<file path="config.mk">
export PLATFORM = sky130hd
export DESIGN_NAME = debounce_sync
export DESIGN_NICKNAME = d
export VERILOG_FILES = /design/src/rtl/debounce_pkg.sv /design/src/rtl/debounce_sync_sync_chain.sv /design/src/rtl/debounce_sync.sv
export SDC_FILE = /design/constraint.sdc
export NUM_CORES = 1
export LEC_CHECK = 0
export ABC_CLOCK_PERIOD_IN_PS = 2320
export BUFFER_PORTS_ARGS = -buffer_cell sky130_fd_sc_hd__buf_4
export CAP_MARGIN = 0
export CORE_AREA = 2 2 39 41
export CTS_CLUSTER_SIZE = 20
export DETAILED_ROUTE_END_ITERATION = 10
export DIE_AREA = 0 0 41 43
export GPL_TIMING_DRIVEN = 0
export PLACE_DENSITY = 0.55
export SYNTH_ARGS = -nofsm -noshare
export SYNTH_HDL_FRONTEND = slang
export SYNTH_HIERARCHICAL = 1
export SYNTH_SLANG_ARGS = --single-unit
</file>
<file path="constraint.sdc">
create_clock -name clk -period 2.32 [get_ports clk]
set_input_delay 0 -clock clk [delete_from_list [all_inputs] [get_ports clk]]
set_output_delay 0 -clock clk [all_outputs]
set_load 0.03 [all_outputs]
</file>
<file path="src/rtl/debounce_pkg.sv">
// Shared types and sizing helpers for the debounce_sync input-conditioning block.
package debounce_pkg;

    typedef enum logic [1:0] {
        STABLE_LO = 2'd0,
        STABLE_HI = 2'd1,
        WAIT_HI   = 2'd2,
        WAIT_LO   = 2'd3
    } state_t;

    // Enough bits to hold 0..stable_cycles.
    function automatic int cnt_width(input int stable_cycles);
        return $clog2(stable_cycles + 1);
    endfunction

endpackage

</file>
<file path="src/rtl/debounce_sync_sync_chain.sv">
// Multi-flop synchronizer for an asynchronous single-bit input, loadable to a known level.
module sync_chain #(
    parameter int   STAGES = 2,
    parameter logic INIT   = 1'b0
) (
    input  logic clk,
    input  logic rst,
    input  logic d,
    output logic q
);

    logic [STAGES-1:0] chain_r;

    // Shift the input through the chain; reset preloads every stage.
    always_ff @(posedge clk) begin
        if (rst) begin
            chain_r <= {STAGES{INIT}};
        end else begin
            chain_r <= {chain_r[STAGES-2:0], d};
        end
    end

    assign q = chain_r[STAGES-1];

endmodule

</file>
<file path="src/rtl/debounce_sync.sv">
// Synchronizes a bouncy input and accepts a new level only after it has been
// stable for STABLE_CYCLES qualifying samples; emits one-cycle edge strobes.
module debounce_sync
    import debounce_pkg::*;
#(
    parameter int   SYNC_STAGES   = 2,
    parameter int   STABLE_CYCLES = 4,
    parameter logic RESET_LEVEL   = 1'b0
) (
    input  logic clk,
    input  logic rst,
    input  logic raw_in,
    input  logic sample_en,
    output logic db_out,
    output logic rise_pulse,
    output logic fall_pulse
);

    localparam int          CW       = cnt_width(STABLE_CYCLES);
    localparam logic [CW-1:0] CNT_ZERO = {CW{1'b0}};
    localparam logic [CW-1:0] CNT_ONE  = CW'(1);
    localparam logic [CW-1:0] CNT_LAST = CW'(STABLE_CYCLES - 1);
    localparam state_t      RESET_STATE = RESET_LEVEL ? STABLE_HI : STABLE_LO;

    logic          sync_q_s;
    logic          qualify_s;
    state_t        state_r, state_s;
    logic [CW-1:0] cnt_r, cnt_s;
    logic          db_out_r, db_out_s;
    logic          rise_r, rise_s;
    logic          fall_r, fall_s;

    sync_chain #(
        .STAGES (SYNC_STAGES),
        .INIT   (RESET_LEVEL)
    ) u_sync (
        .clk (clk),
        .rst (rst),
        .d   (raw_in),
        .q   (sync_q_s)
    );

    assign qualify_s = sample_en && (sync_q_s != db_out_r);

    // Next-state, counter and output decode.
    always_comb begin
        state_s  = state_r;
        cnt_s    = cnt_r;
        db_out_s = db_out_r;
        rise_s   = 1'b0;
        fall_s   = 1'b0;
        case (state_r)
            STABLE_LO, STABLE_HI: begin
                if (qualify_s) begin
                    state_s = (state_r == STABLE_LO) ? WAIT_HI : WAIT_LO;
                    cnt_s   = CNT_ONE;
                end else begin
                    cnt_s   = CNT_ZERO;
                end
            end
            WAIT_HI, WAIT_LO: begin
                // Glitch reject wins over sample_en and over a completing count.
                if (sync_q_s == db_out_r) begin
                    state_s = (state_r == WAIT_HI) ? STABLE_LO : STABLE_HI;
                    cnt_s   = CNT_ZERO;
                end else if (sample_en) begin
                    if (cnt_r == CNT_LAST) begin
                        db_out_s = ~db_out_r;
                        rise_s   = (state_r == WAIT_HI);
                        fall_s   = (state_r == WAIT_LO);
                        state_s  = (state_r == WAIT_HI) ? STABLE_HI : STABLE_LO;
                        cnt_s    = CNT_ZERO;
                    end else begin
                        cnt_s    = cnt_r + CNT_ONE;
                    end
                end else begin
                    state_s = state_r;
                    cnt_s   = cnt_r;
                end
            end
            default: begin
                state_s  = RESET_STATE;
                cnt_s    = CNT_ZERO;
                db_out_s = RESET_LEVEL;
            end
        endcase
    end

    // State, counter and registered outputs.
    always_ff @(posedge clk) begin
        if (rst) begin
            state_r  <= RESET_STATE;
            cnt_r    <= CNT_ZERO;
            db_out_r <= RESET_LEVEL;
            rise_r   <= 1'b0;
            fall_r   <= 1'b0;
        end else begin
            state_r  <= state_s;
            cnt_r    <= cnt_s;
            db_out_r <= db_out_s;
            rise_r   <= rise_s;
            fall_r   <= fall_s;
        end
    end

    assign db_out     = db_out_r;
    assign rise_pulse = rise_r;
    assign fall_pulse = fall_r;

endmodule
</file>
==> impl_metrics.py <==
metrics = {
    "outcome": {
        "status": "complete, no violations",
    },
    "die": {
        "die_h_um": 43,
        "die_w_um": 41,
        "dieArea_um2": 1760,
        "num_rows": 14,
        "io_pins": 7,
        "initial_core_util_pct": 29.7,
        "core_area_um2": 1380,
    },
    "placement": {
        "place_area_um2": 475,
        "dp_hpwl_um": 483,
        "io_buffer_count": 6,
        "gp_congestion": 0.762,
        "post-place-ws_ns": 1.19,
        "dp.cells": 56,
    },
    "timing": {
        "tns_ns": 0,
        "layout_min_cycle_time_ns": 1.16,
        "setup_slack_ns": 1.16,
        "clock_skew_ns": 0.00117,
        "setup_viol": 0,
        "rsz0062_at_grt": "false",
        "fin_crit_sh_pct": 49.9,
        "relSlewSlack_pct": 75.9,
        "clock.fmax_ghz": 0.864,
        "worst_pin_slew_ns": 0.360,
        "hold_viol": 0,
        "drv_slew": 0,
    },
    "routing": {
        "vias_per_cell": 4.79,
        "drt_iter0_markers": 6,
        "wl_per_cell_um": 10.9,
        "ant_nets": 0,
        "finalWirelength_um": 685,
        "first_pass_iters": 4,
        "vias": 302,
        "drc": 0,
    },
    "final_layout": {
        "drive_above_1_share_pct": 29.8,
        "nets": 53,
        "diodes": 0,
        "fin_util_pct": 39.2,
        "stdcell_count": 63,
        "design_area_um2": 542,
        "syn_to_final_growth_pct": 32.0,
    },
    "clock_network": {
        "post_cts_buffers": 0,
        "clk_latency_ns": 0.27,
        "clk_pin_slew_worst_paths_ns": 0.07,
        "cts_tree": "built",
        "clock_sink_count": 10,
        "clock_path_buffers": 2,
        "cts_root_buffer": "clkbuf_4",
        "cts_made_buffers": 3,
        "h-tree-depth": 1,
    },
    "setup_path": {
        "setup.worst_path.class": "in -> reg",
        "worstPathArrival_ns": 1.32,
        "crit_fanout": 1,
        "r2r-start": "cnt_r[0]$_SDFFE_PP0P_",
        "start_kind": "primary input",
        "end_kind": "register",
        "timing.critical_path.from": "raw_in",
        "worstPathRequired_ns": 2.48,
    },
    "power": {
        "p_leak_uw": 0.000233,
        "power_per_cell_area_nw_per_um2": 658,
        "ir_worst_vdd_v": 0.000392,
    },
    "global_route": {
        "grt_overflow": 0,
        "grt_pass1_vias": 315,
        "antenna_found_initial": 0,
        "grt_pass1_wl_um": 1220,
        "grt_util_all_layers_pct": 10.9,
        "grt_max_degree": 9,
    },
    "logic_synthesis": {
        "synth_nets": 39,
        "syn_inst": 34,
        "ys_warn_count": 6,
        "syn_area_um2": 410,
        "yosysTopAreaCellShare_pct": 48.8,
        "synth_seq_cells": 10,
        "yosys.area.top_type": "dfxtp_1",
        "syn_area_per_cell_um2": 12.1,
        "netlist_top_cells_area": "dfxtp_1 49%, nand4b_4 5.8%, nor4_4 5.2%",
        "synth_cell_types": 19,
        "ys_seq_area_share_pct": 48.8,
    },
    "min_path": {
        "min_path_type": "in -> reg",
        "worstHoldStart": "sample_en",
    },
    "run": {
        "maxCapViolations": 0,
    },
}
routing by layer:
layer	up-vias	wire (um)	track usage [%]
li1	150	-	-
met4	0	36	12.0
met2	8	320	15.3
met3	5	37	3.14
met5	-	0	0
met1	139	291	11.5
cells by family after synthesis:
logic type | after synthesis | synth area share (%)
simple gates | 17 | 34.1
mux | 2 | 4.88
flops | 10 | 48.8
compound gates | 3 | 5.18
xor+xnor | 1 | 3.96
fa+ha+maj | 1 | 3.05
area by class of cell:
class / count / area (um^2)
multi-input combinational: 24 / 210
timing repair buffer: 9 / 75.1
clock buffer: 4 / 36.3
sequential: 10 / 200
fill: 134 / 842
tap: 16 / 20.0
final timing paths:
| path | endpoint | slack, ns | cells after the start |
|---|---|---|---|
| max | u_sync/chain_r[0]$_SDFF_PP0_ | 1.16 | 4 |
| min | cnt_r[0]$_SDFFE_PP0P_ | 0.07 | 3 |
| min reg2reg | u_sync/chain_r[1]$_SDFF_PP0_ | 0.45 | 1 |
| max reg2reg | register | 1.16 | 4 |
sequential cells by signal, summed over array words and instances (netlist names), named ones only:
name / cells
rise_pulse: 1
cnt_r: 3
state_r: 1
fall_pulse: 1
u_sync/chain_r: 2
db_out: 1
cells in the mapped netlist:
cell and number:
nand4b_4 1, nor3b_1 1, ha_1 1, nor2b_1 3, nor2_1 2, and4b_2 1, a311oi_1 1, or2b_1 1
mux2i_1 2, o21ai_0 1, dfxtp_1 10, nor4_4 1, nand2_1 1, nand2b_1 2, nand3b_1 2, o21bai_1 1
nor3_1 1, xnor2_2 1, and3_1 1
repair_timing:
| item | 4_1_cts | 5_1_grt |
|---|---|---|
| resized for setup | 0 | 0 |
| endpoints found under the hold margin | 6 | 0 |
| hold buffers | 3 | 0 |
| setup endpoints to repair | 0 | 0 |
cell usage in the layout (no fill, tap or decap), types with 2 or more instances in the layout:
master,Yosys,routed
buf_4,0,6
clkbuf_4,0,3
mux2i_1,2,2
nor2_1,2,2
dfxtp_1,10,10
dlygate4sd3_1,0,3
nand2b_1,2,2
nor2b_1,3,3
nand3b_1,2,2
through the flow:
step	power [uW]	hold slack [ns]
after floorplan	186	0.0716
after global placement	194	0.221
after detailed placement	195	0.241
after CTS	356	0.0746
after global routing	363	0.104
final	357	0.0743
worst max-delay path, stage by stage:
cell and delay, ns:
dlygate4sd3_1 0.53, buf_4 0.13, nor2b_1 0.11, dlygate4sd3_1 0.55
report_power, final:
part,switching (uW),internal (uW)
Sequential,1.58,174
Combinational,8.42,10.7
Clock,66.5,95.6
Power figures use the tool's default switching activity.
